### src/rtl/wr_control_pkg.sv
// Shared definitions for the read/write control sequencers.
//   state_t : sequencer state encoding (IDLE, FILL, DRAIN, DONE)
//   LANE_AW : width of one lane's output-memory address
package wr_control_pkg;

  typedef enum logic [1:0] {
    IDLE  = 2'd0,
    FILL  = 2'd1,
    DRAIN = 2'd2,
    DONE  = 2'd3
  } state_t;

  localparam int LANE_AW = 8;

endpackage

### src/rtl/wr_lane_addr.sv
// Per-lane write address counter.
//   clk, reset : clock and synchronous active-high reset
//   load       : load base (takes priority over inc)
//   inc        : advance the address by one (wraps modulo 2^LANE_AW)
//   base       : start address
//   addr       : registered current address
module wr_lane_addr
  import wr_control_pkg::*;
(
  input  logic               clk,
  input  logic               reset,
  input  logic               load,
  input  logic               inc,
  input  logic [LANE_AW-1:0] base,
  output logic [LANE_AW-1:0] addr
);

  always_ff @(posedge clk) begin
    if (reset) begin
      addr <= '0;
    end else if (load) begin
      addr <= base;
    end else if (inc) begin
      addr <= addr + 1'b1;
    end
  end

endmodule

### src/rtl/wr_control.sv
// Output-write sequencer: produces a diagonal write-enable wave over
// width_height lanes plus per-lane write addresses, then a done pulse.
//   clk, reset : clock and synchronous active-high reset
//   active     : start trigger (level or pulse), ignored while busy
//   base_addr  : start address for every lane, captured on start
//   wr_en      : per-lane write enable, bit i = lane i
//   wr_addr    : per-lane address, lane i at [8i+7:8i]
//   busy       : high whenever not IDLE
//   done       : one-cycle completion pulse
module wr_control
  import wr_control_pkg::*;
#(
  parameter  int width_height = 16,
  localparam int addr_width   = 8,
  localparam int data_width   = width_height * 8
) (
  input  logic                    clk,
  input  logic                    reset,
  input  logic                    active,
  input  logic [addr_width-1:0]   base_addr,
  output logic [width_height-1:0] wr_en,
  output logic [data_width-1:0]   wr_addr,
  output logic                    busy,
  output logic                    done
);

  localparam int CW = $clog2(width_height) + 1;
  localparam logic [CW-1:0] N_CNT = CW'(width_height);
  localparam logic [width_height-1:0] LANE0 = {{(width_height-1){1'b0}}, 1'b1};

  state_t                  state_reg, state_next;
  logic [CW-1:0]           cnt_reg, cnt_next;
  logic [width_height-1:0] wr_en_reg, wr_en_next;
  logic                    busy_reg, busy_next;
  logic                    done_reg, done_next;
  logic                    start;

  assign start = (state_reg == IDLE) && active;

  always_ff @(posedge clk) begin
    if (reset) begin
      state_reg <= IDLE;
      cnt_reg   <= '0;
      wr_en_reg <= '0;
      busy_reg  <= 1'b0;
      done_reg  <= 1'b0;
    end else begin
      state_reg <= state_next;
      cnt_reg   <= cnt_next;
      wr_en_reg <= wr_en_next;
      busy_reg  <= busy_next;
      done_reg  <= done_next;
    end
  end

  // cnt_reg holds the 1-based index of the current FILL/DRAIN cycle, so
  // the phase ends on the edge after the cycle where it equals N.
  always_comb begin
    state_next = state_reg;
    cnt_next   = cnt_reg;
    wr_en_next = wr_en_reg;
    busy_next  = busy_reg;
    done_next  = 1'b0;
    case (state_reg)
      IDLE: begin
        cnt_next   = '0;
        wr_en_next = '0;
        busy_next  = 1'b0;
        if (active) begin
          state_next = FILL;
          cnt_next   = CW'(1);
          wr_en_next = LANE0;
          busy_next  = 1'b1;
        end
      end
      FILL: begin
        if (cnt_reg == N_CNT) begin
          // All lanes are on; the first shifted-in zero starts the drain.
          state_next = DRAIN;
          cnt_next   = CW'(1);
          wr_en_next = {wr_en_reg[width_height-2:0], 1'b0};
        end else begin
          cnt_next   = cnt_reg + 1'b1;
          wr_en_next = {wr_en_reg[width_height-2:0], 1'b1};
        end
      end
      DRAIN: begin
        wr_en_next = {wr_en_reg[width_height-2:0], 1'b0};
        if (cnt_reg == N_CNT) begin
          state_next = DONE;
          cnt_next   = '0;
          done_next  = 1'b1;
        end else begin
          cnt_next = cnt_reg + 1'b1;
        end
      end
      DONE: begin
        state_next = IDLE;
        cnt_next   = '0;
        wr_en_next = '0;
        busy_next  = 1'b0;
      end
      default: begin
        state_next = IDLE;
      end
    endcase
  end

  // Each lane advances on the edge after a cycle in which it was enabled,
  // so the address shown with wr_en[i] is the one being written.
  generate
    for (genvar gi = 0; gi < width_height; gi++) begin : g_lane
      wr_lane_addr u_lane (
        .clk   (clk),
        .reset (reset),
        .load  (start),
        .inc   (wr_en_reg[gi]),
        .base  (base_addr),
        .addr  (wr_addr[gi*addr_width +: addr_width])
      );
    end
  endgenerate

  assign wr_en = wr_en_reg;
  assign busy  = busy_reg;
  assign done  = done_reg;

endmodule

### config.mk
export PLATFORM = sky130hd
export DESIGN_NAME = wr_control
export DESIGN_NICKNAME = d
export VERILOG_FILES = /design/src/rtl/wr_control_pkg.sv /design/src/rtl/wr_lane_addr.sv /design/src/rtl/wr_control.sv
export SDC_FILE = /design/constraint.sdc
export NUM_CORES = 1
export LEC_CHECK = 0
export ABC_AREA = 1
export BUFFER_PORTS_ARGS = -buffer_cell sky130_fd_sc_hd__buf_2
export CAP_MARGIN = 25
export CORE_UTILIZATION = 55
export CTS_CLUSTER_DIAMETER = 80
export CTS_CLUSTER_SIZE = 25
export DETAILED_ROUTE_END_ITERATION = 6
export PLACE_DENSITY = 0.87
export SLEW_MARGIN = 10
export SYNTH_ARGS = -nofsm -noshare
export SYNTH_HDL_FRONTEND = slang
export SYNTH_HIERARCHICAL = 1
export SYNTH_SLANG_ARGS = --single-unit
### constraint.sdc
create_clock -name clk -period 4.7 [get_ports clk]
set_clock_uncertainty 0.15 [all_clocks]
set_input_delay 0.94 -clock clk [delete_from_list [all_inputs] [get_ports clk]]
set_output_delay 0.94 -clock clk [all_outputs]
set_load 0.1 [all_outputs]
==> results of run 1 <==
-- power groups by stage --
stage	logic, mW	registers (mW)	clock network [mW]
final	3.03	1.86	1.31
after global routing	3.21	1.90	1.39
after CTS	3.02	1.85	1.34
after detailed placement	3.01	1.88	0
after global placement	2.96	1.87	0
after floorplan	1.13	3.35	0
-- path summary, 6_finish.rpt --
path | from | end | slack (ns) | cells past startpoint
hold reg to reg | busy | busy | 0.33 | 1
setup / recovery | wr_en[4] | wr_en[4] | 2.16 | 1
setup reg to reg | state_reg[1] | g_lane[8].u_lane/addr[1] | 2.20 | 12
hold / removal | busy | busy | 0.33 | 1
-- cells in the final DEF (no fill, tap or decap) --
cell | synthesis | layout
clkinvlp_4 | 0 | 4
nand2_2 | 32 | 32
a21oi_1 | 83 | 83
xnor2_1 | 1 | 1
clkinv_2 | 0 | 1
inv_2 | 32 | 32
o21ai_1 | 16 | 16
inv_6 | 0 | 4
o211a_1 | 1 | 1
inv_1 | 123 | 122
nand3_2 | 32 | 32
ha_1 | 23 | 23
buf_4 | 0 | 3
dfxtp_1 | 153 | 153
nand3_1 | 87 | 87
nand2_1 | 281 | 281
buf_2 | 1 | 155
nand4_1 | 16 | 16
nor2_1 | 103 | 103
buf_12 | 0 | 1
bufinv_16 | 0 | 1
xor2_1 | 18 | 18
a22oi_1 | 64 | 64
clkbuf_16 | 0 | 17
nor3_1 | 1 | 1
a21oi_2 | 16 | 16
clkinv_4 | 0 | 5
nor2_2 | 49 | 49
nand2_4 | 1 | 1
inv_4 | 0 | 1
o21bai_1 | 32 | 32
o211ai_1 | 16 | 16
o21ai_0 | 34 | 34
or2_1 | 1 | 1
-- cells by family (layout without fill, tap and decap cells) --
group / after synthesis / in the layout / synth area share, %
fa+ha+maj: 23 / 23 / 3.273
flops: 153 / 153 / 34.84
simple gates: 603 / 603 / 32.15
compound gates: 262 / 262 / 18.84
buf+inv: 174 / 346 / 9.008
xor+xnor: 19 / 19 / 1.893
-- through the flow --
step           hold slack, ns  utilization [%]
6_report               0.3346            66.35
5_1_grt                0.3714            66.35
4_1_cts                0.3396            66.35
3_5_place_dp           0.3223            62.66
3_3_place_gp           0.3115            62.66
2_1_floorplan          0.3289                -
-- routing by layer --
| metal | wire [um] | vias to the layer above |
|---|---|---|
| met5 | 0 | - |
| met4 | 681 | 0 |
| met3 | 2272 | 51 |
| met2 | 10840 | 430 |
| met1 | 10000 | 4075 |
| li1 | - | 4420 |
-- area by class of cell --
class / count / area, sq um / area share [%]
Inverter: 155 / 584.3 / 5.708
Clock buffer: 17 / 425.4 / 4.156
Sequential cell: 153 / 3063 / 29.92
Tap cell: 211 / 264.0 / 2.579
Clock inverter: 15 / 143.9 / 1.406
Timing Repair Buffer: 159 / 818.3 / 7.994
Multi-Input combinational cell: 907 / 4937 / 48.23
==> results.md, run 1 <==
- Outcome: complete, no violations
- Asr flop ratio synth: 0%
- Placed cells: 1585
- Routed wire length: 23800 um
- Required @ worst endpoint: 3.61 ns
- Die Y: 128.4 um
- Num rows: 45
- Core Box Area: 15430 sq um
- CP Class: register to primary output
- Synthesis-stage register bit count: 153
- GRT Total Usage: between 20% and 30%
- Synth top area share: 34.84%
- DRT antenna net count: 0
- Post-CTS setup buffer count: 0
- Post-Syn Instances: 1234
- Worst-path cell chain: buf_2
- CTS buffer count: 17
- PwrDens: 606.5 nW/um^2
- RSZ-0062 raised after global routing: no
- Ports: 157
- Psw: 3.351 mW
- PnR worst setup slack: 2.157 ns
- Wire length of the first global-routing pass: 37420 um
- Worst Tran Pin Value: roughly 0.76 ns
- Net Sw Frac: between 50% and 60%
- I/O Buffers: between 150 and 200
- Fin. Hold Viols: 0
- Share of cells above drive strength 1: roughly a quarter
- Clock root buffer: clkbuf_16
- Largest net degree at the start of global routing: 66
- Post-synth EDFFs: 0
- Worst skew pair latency: 0.43 ns
- Max VDD drop: 0.5983 mV
- Post-layout min period: 2.543 ns
- Dpl hpwl: ~16000 um
- Top cells by area, synth: dfxtp_1 35%, nand2_1 12%, a22oi_1 5.5%
- Hold WC Path Type: register to register
- Die area: 16500 sq um
- Net count reported at finish: between 1000 and 1500
- Register area share after synthesis: 34.84%
- Initial Util: 56.99%
- Dpl ws: 1.890 ns
- Primary FF master, synth: dfxtp_1
- Setup-failing EPs final: 0
- CP Capture Type: primary output
- Cts repair resizes: 0
- Most frequent cell after synthesis: nand2_1
- Clock network power share: 21.2%
- Vias/cell: 5.551
- CTS sink cnt: 153
- Rel. slew slack: approximately half
- Maxcap violations: 0
- TNS Setup: 0 ns
- Syn_nets: 1268
- P_int: 2.857 mW
- Mapped cell area: between 8000 and 9000 sq um
- Most instantiated cells after synthesis: 281 x nand2_1, 153 x dfxtp_1, 123 x inv_1
- Via Count: 8976
- Vias in the first global route: between 7000 and 8000
- Logic gate share of total power: 48.8%
- Max FFs per register: ~130
- Routed len/inst: around 15 um
- Clock Pin Slew Worst Setup and Hold Paths: around 0.06 ns
- N_diodes: 0
- Fmax: 393.3 MHz
- Met1 usage: between 30% and 40%
- Design area: 10240 sq um
- Drt first pass iters: 5
- Synth cell types: 27
- Routing usage on met2: 46.10%
- Final Max Tran Viols: 0
- Crit-path max FO: 6
- Initial antenna violation count: 0
- CTS tree: yes
- Clock buffer depth: 2
- Critical path's largest stage delay: approximately 0.53 ns
- Detailed Route Iter0 Violations: 776
- Crit path max-delay family: flip-flops
- Post-synthesis average cell area: ~7.1 sq um
- Crit path launch type: register
- # hold bufs at CTS: 0
- Period Utilization, post-route: a little over half
- Final Wtd Congestion: 0.8782
- CP max stage cell: dfxtp_1
- Placed Area: ~9700 sq um
- DRC viols: 0
- Lkg Pwr: 4.481 nW
- Synth warnings: 6
- CP Data Arrival Time: 1.45 ns
- Synth-to-layout area growth: 16.42%
- Busiest grt layer: met2
- Die width: about 130 um
- Area leader, netlist: dfxtp_1
- CP bufs+invs: 1
- Global route overflow: 0
- FILL cells: 1324
- Met3 usage in global routing: 4.948%
- H-tree depth: 4
- Non-filler cells, final: 1617
- Sequential power share: about 30%
- Final Power: 6.208 mW
Power figures use the tool's default switching activity.
==> run 2: changes to the inputs <==
--- a/config.mk
+++ b/config.mk
@@ -8,11 +8,11 @@
 export ABC_AREA = 1
 export BUFFER_PORTS_ARGS = -buffer_cell sky130_fd_sc_hd__buf_2
 export CAP_MARGIN = 25
-export CORE_UTILIZATION = 55
+export CORE_UTILIZATION = 51
 export CTS_CLUSTER_DIAMETER = 80
 export CTS_CLUSTER_SIZE = 25
 export DETAILED_ROUTE_END_ITERATION = 6
-export PLACE_DENSITY = 0.87
+export PLACE_DENSITY = 0.85
 export SLEW_MARGIN = 10
 export SYNTH_ARGS = -nofsm -noshare
 export SYNTH_HDL_FRONTEND = slang
==> constraint.sdc (replaced) <==
create_clock -name clk -period 2.2 [get_ports clk]
set_clock_uncertainty 0.15 [all_clocks]
set_input_delay 0.44 -clock clk [delete_from_list [all_inputs] [get_ports clk]]
set_output_delay 0.44 -clock clk [all_outputs]
set_load 0.1 [all_outputs]
==> run 2 against run 1 <==
- register-to-register slack worse by 1.9 ns
- global-route usage is 0.69 points lower
- largest power group unchanged
- largest cell class unchanged
- clock power grew to 2.6 times the previous value
- power is 120% higher
- sequential power is 110% higher
==> results.md, run 2 (same netlist as run 1, synthesis figures left out) <==
- Commonest non-fill, non-tap cell in the layout: nand2_1
- Final Wtd Congestion: 0.9016 (+2.7%)
- RSZ-0062 raised after global routing: no
- Routed len/inst: 14.77 um (+0.35%)
- R2R depth: 5 (-7)
- Placed cells: 1611 (+1.6%)
- PnR worst setup slack: 0.2007 ns (-1.957 ns)
- Detailed Route Iter0 Violations: 650 (-16%)
- Fmax: approximately 500 MHz
- Clock Pin Slew Worst Setup and Hold Paths: 0.06 ns (about the same)
- Via Count: 9048 (+0.80%)
- Max VDD drop: 0.9415 mV (+57%)
- # hold bufs at CTS: 0 (unchanged)
- TNS Setup: 0 ns (unchanged)
- Post-layout min period: 1.999 ns
- FILL cells: 1489 (+12%)
- CP bufs+invs: 1 (unchanged)
- Clock root buffer: clkbuf_16
- Area of the multi-input gates: 4937 sq um (unchanged)
- Routed wire length: 24260 um (+2.0%)
- Hold WC Path Type: input port to register
- P_int: 6.793 mW (+140%)
- Final Max Tran Viols: 0 (unchanged)
- CTS buffer count: 17 (unchanged)
- Share of cells above drive strength 1: 26.00% (+0.82 points)
- Net count reported at finish: 1444 (+1.2%)
- Psw: 7.136 mW (+110%)
- Crit path max-delay family: flip-flops
- Crit-path max FO: 6 (unchanged)
- Synth-to-layout area growth: 19.78%
- Hold path startpoint: active
- CTS tree: yes
- CTS sink cnt: 153 (unchanged)
- Largest net degree at the start of global routing: 47 (-29%)
- Cts repair resizes: 0 (unchanged)
- Most frequent cells in the layout: 281 x nand2_1, 155 x buf_2, 153 x dfxtp_1
- R2R setup slack: 0.29 ns (-1.91 ns)
- Required @ worst endpoint: 1.61 ns (-2.00 ns)
- Die Y: 133.3 um (+3.8%)
- Critical path's largest stage delay: 0.49 ns (-0.04 ns)
- Ports: 157 (unchanged)
- Maxcap violations: 0 (unchanged)
- Worst Tran Pin Value: 0.7542 ns (-0.009648 ns)
- Dpl ws: 0.2847 ns (-1.605 ns)
- H-tree depth: 4 (unchanged)
- Dpl hpwl: 16310 um (+5.2%)
- Net Sw Frac: 51.23% (-2.7 points)
- Period Utilization, post-route: 90.88%
- Crit path launch type: register
- Wire length of the first global-routing pass: 39960 um (+6.8%)
- Vias/cell: 5.507 (-0.79%)
- CP Capture Type: primary output
- DRC viols: 0 (unchanged)
- Clock buffer depth: 2 (unchanged)
- Worst r2r src: state_reg[0]
- CP max stage cell: dfxtp_1
- Vias in the first global route: 8337 (+5.8%)
- Initial antenna violation count: 0 (unchanged)
- CP Data Arrival Time: 1.41 ns (-0.04 ns)
- Num rows: 47 (+4.4%)
- Die width: 133.3 um (+3.8%)
- Post-CTS setup buffer count: 0 (unchanged)
- Crit Reg-Reg Endpoint: cnt_reg[3]
- Worst-path cell chain: buf_2
- Setup-failing EPs final: 0 (unchanged)
- Min-Delay Path Depth: 3 (+2)
- Die area: 17770 sq um (+7.7%)
- Clock network power share: 24.3% (+3.1 points)
- Non-filler cells, final: 1643 (+1.6%)
- DRT antenna net count: 0 (unchanged)
- Lkg Pwr: 4.647 nW (+3.7%)
- Sequential power share: 28.4% (-1.6 points)
- N_diodes: 0 (unchanged)
- Outcome: complete, no violations
- FF/Latch Area: 3063 sq um (unchanged)
- Global route overflow: 0 (unchanged)
- Worst skew pair latency: 0.43 ns (about the same)
- Max FFs per register: 128 (unchanged)
- Core Box Area: 16700 sq um (+8.3%)
- PwrDens: 1323 nW/um^2 (+120%)
- Fin util: 63.06% (-3.3 points)
- GRT Total Usage: 27.84% (-0.69 points)
- I/O Buffers: 156 (unchanged)
- Rel. slew slack: 49.72% (+0.64 points)
- CP Class: register to primary output
- Drt first pass iters: 7 (+2)
- Initial Util: 52.64% (-4.3 points)
- Hold path endpoint: wr_en[0]
- Fin. Hold Viols: 0 (unchanged)
- Logic gate share of total power: 47.3% (-1.5 points)
-- run 2: cell types whose count changed in the layout (fill, tap and decap cells not counted), sizes merged --
cell      before  now
clkinv         6    3
bufinv         1    6
clkinvlp       4    2
inv          159  156
buf          159  176
clkbuf        17   20
-- run 2: cell type report --
cell class              count  area share, %
multi-input cells         907          46.88
flip-flops and latches    153          29.08
repair buffers            176          9.457
inverters                 155          5.548
clock buffers              20          4.336
well taps                 220          2.614
clock inverters            12          2.079
-- run 2: worst max path at each step --
stage / from / endpoint / slack [ns] / cells past startpoint
2_1_floorplan: g_lane[0].u_lane/addr[0] / g_lane[0].u_lane/addr[6] / 0.16 / 6
6_report: wr_en[13] / wr_en[13] / 0.20 / 1
5_1_grt: state_reg[0] / cnt_reg[4] / 0.06 / 5
3_3_place_gp: state_reg[0] / cnt_reg[3] / 0.31 / 5
4_1_cts: wr_en[13] / wr_en[13] / 0.19 / 1
3_5_place_dp: state_reg[0] / cnt_reg[3] / 0.28 / 5
-- run 2: power by group through the flow --
stage	clock network [mW]	logic [mW]	registers (mW)
global route	3.54	7.01	4.04
finish	3.38	6.59	3.96
global placement	0	6.46	3.97
detailed placement	0	6.55	4.00
CTS	3.42	6.58	3.94
floorplan	0	2.42	7.15
-- run 2: metrics by stage --
step,power (mW),hold WS (ns),cell area (sq um)
floorplan,9.573,0.3289,8792
global placement,10.43,0.3361,9856
detailed placement,10.55,0.3277,9856
CTS,13.94,0.1675,10530
global route,14.58,0.2038,10530
finish,13.93,0.1958,10530
-- run 2: layer usage --
layer  GRT usage [%]  vias to the layer above  wire length (um)
met3           5.974                       41              1918
li1                -                     4456                 -
met2           45.23                      350             11200
met1           36.26                     4201             10650
met4           10.23                        0               495
met5               0                        -                 0
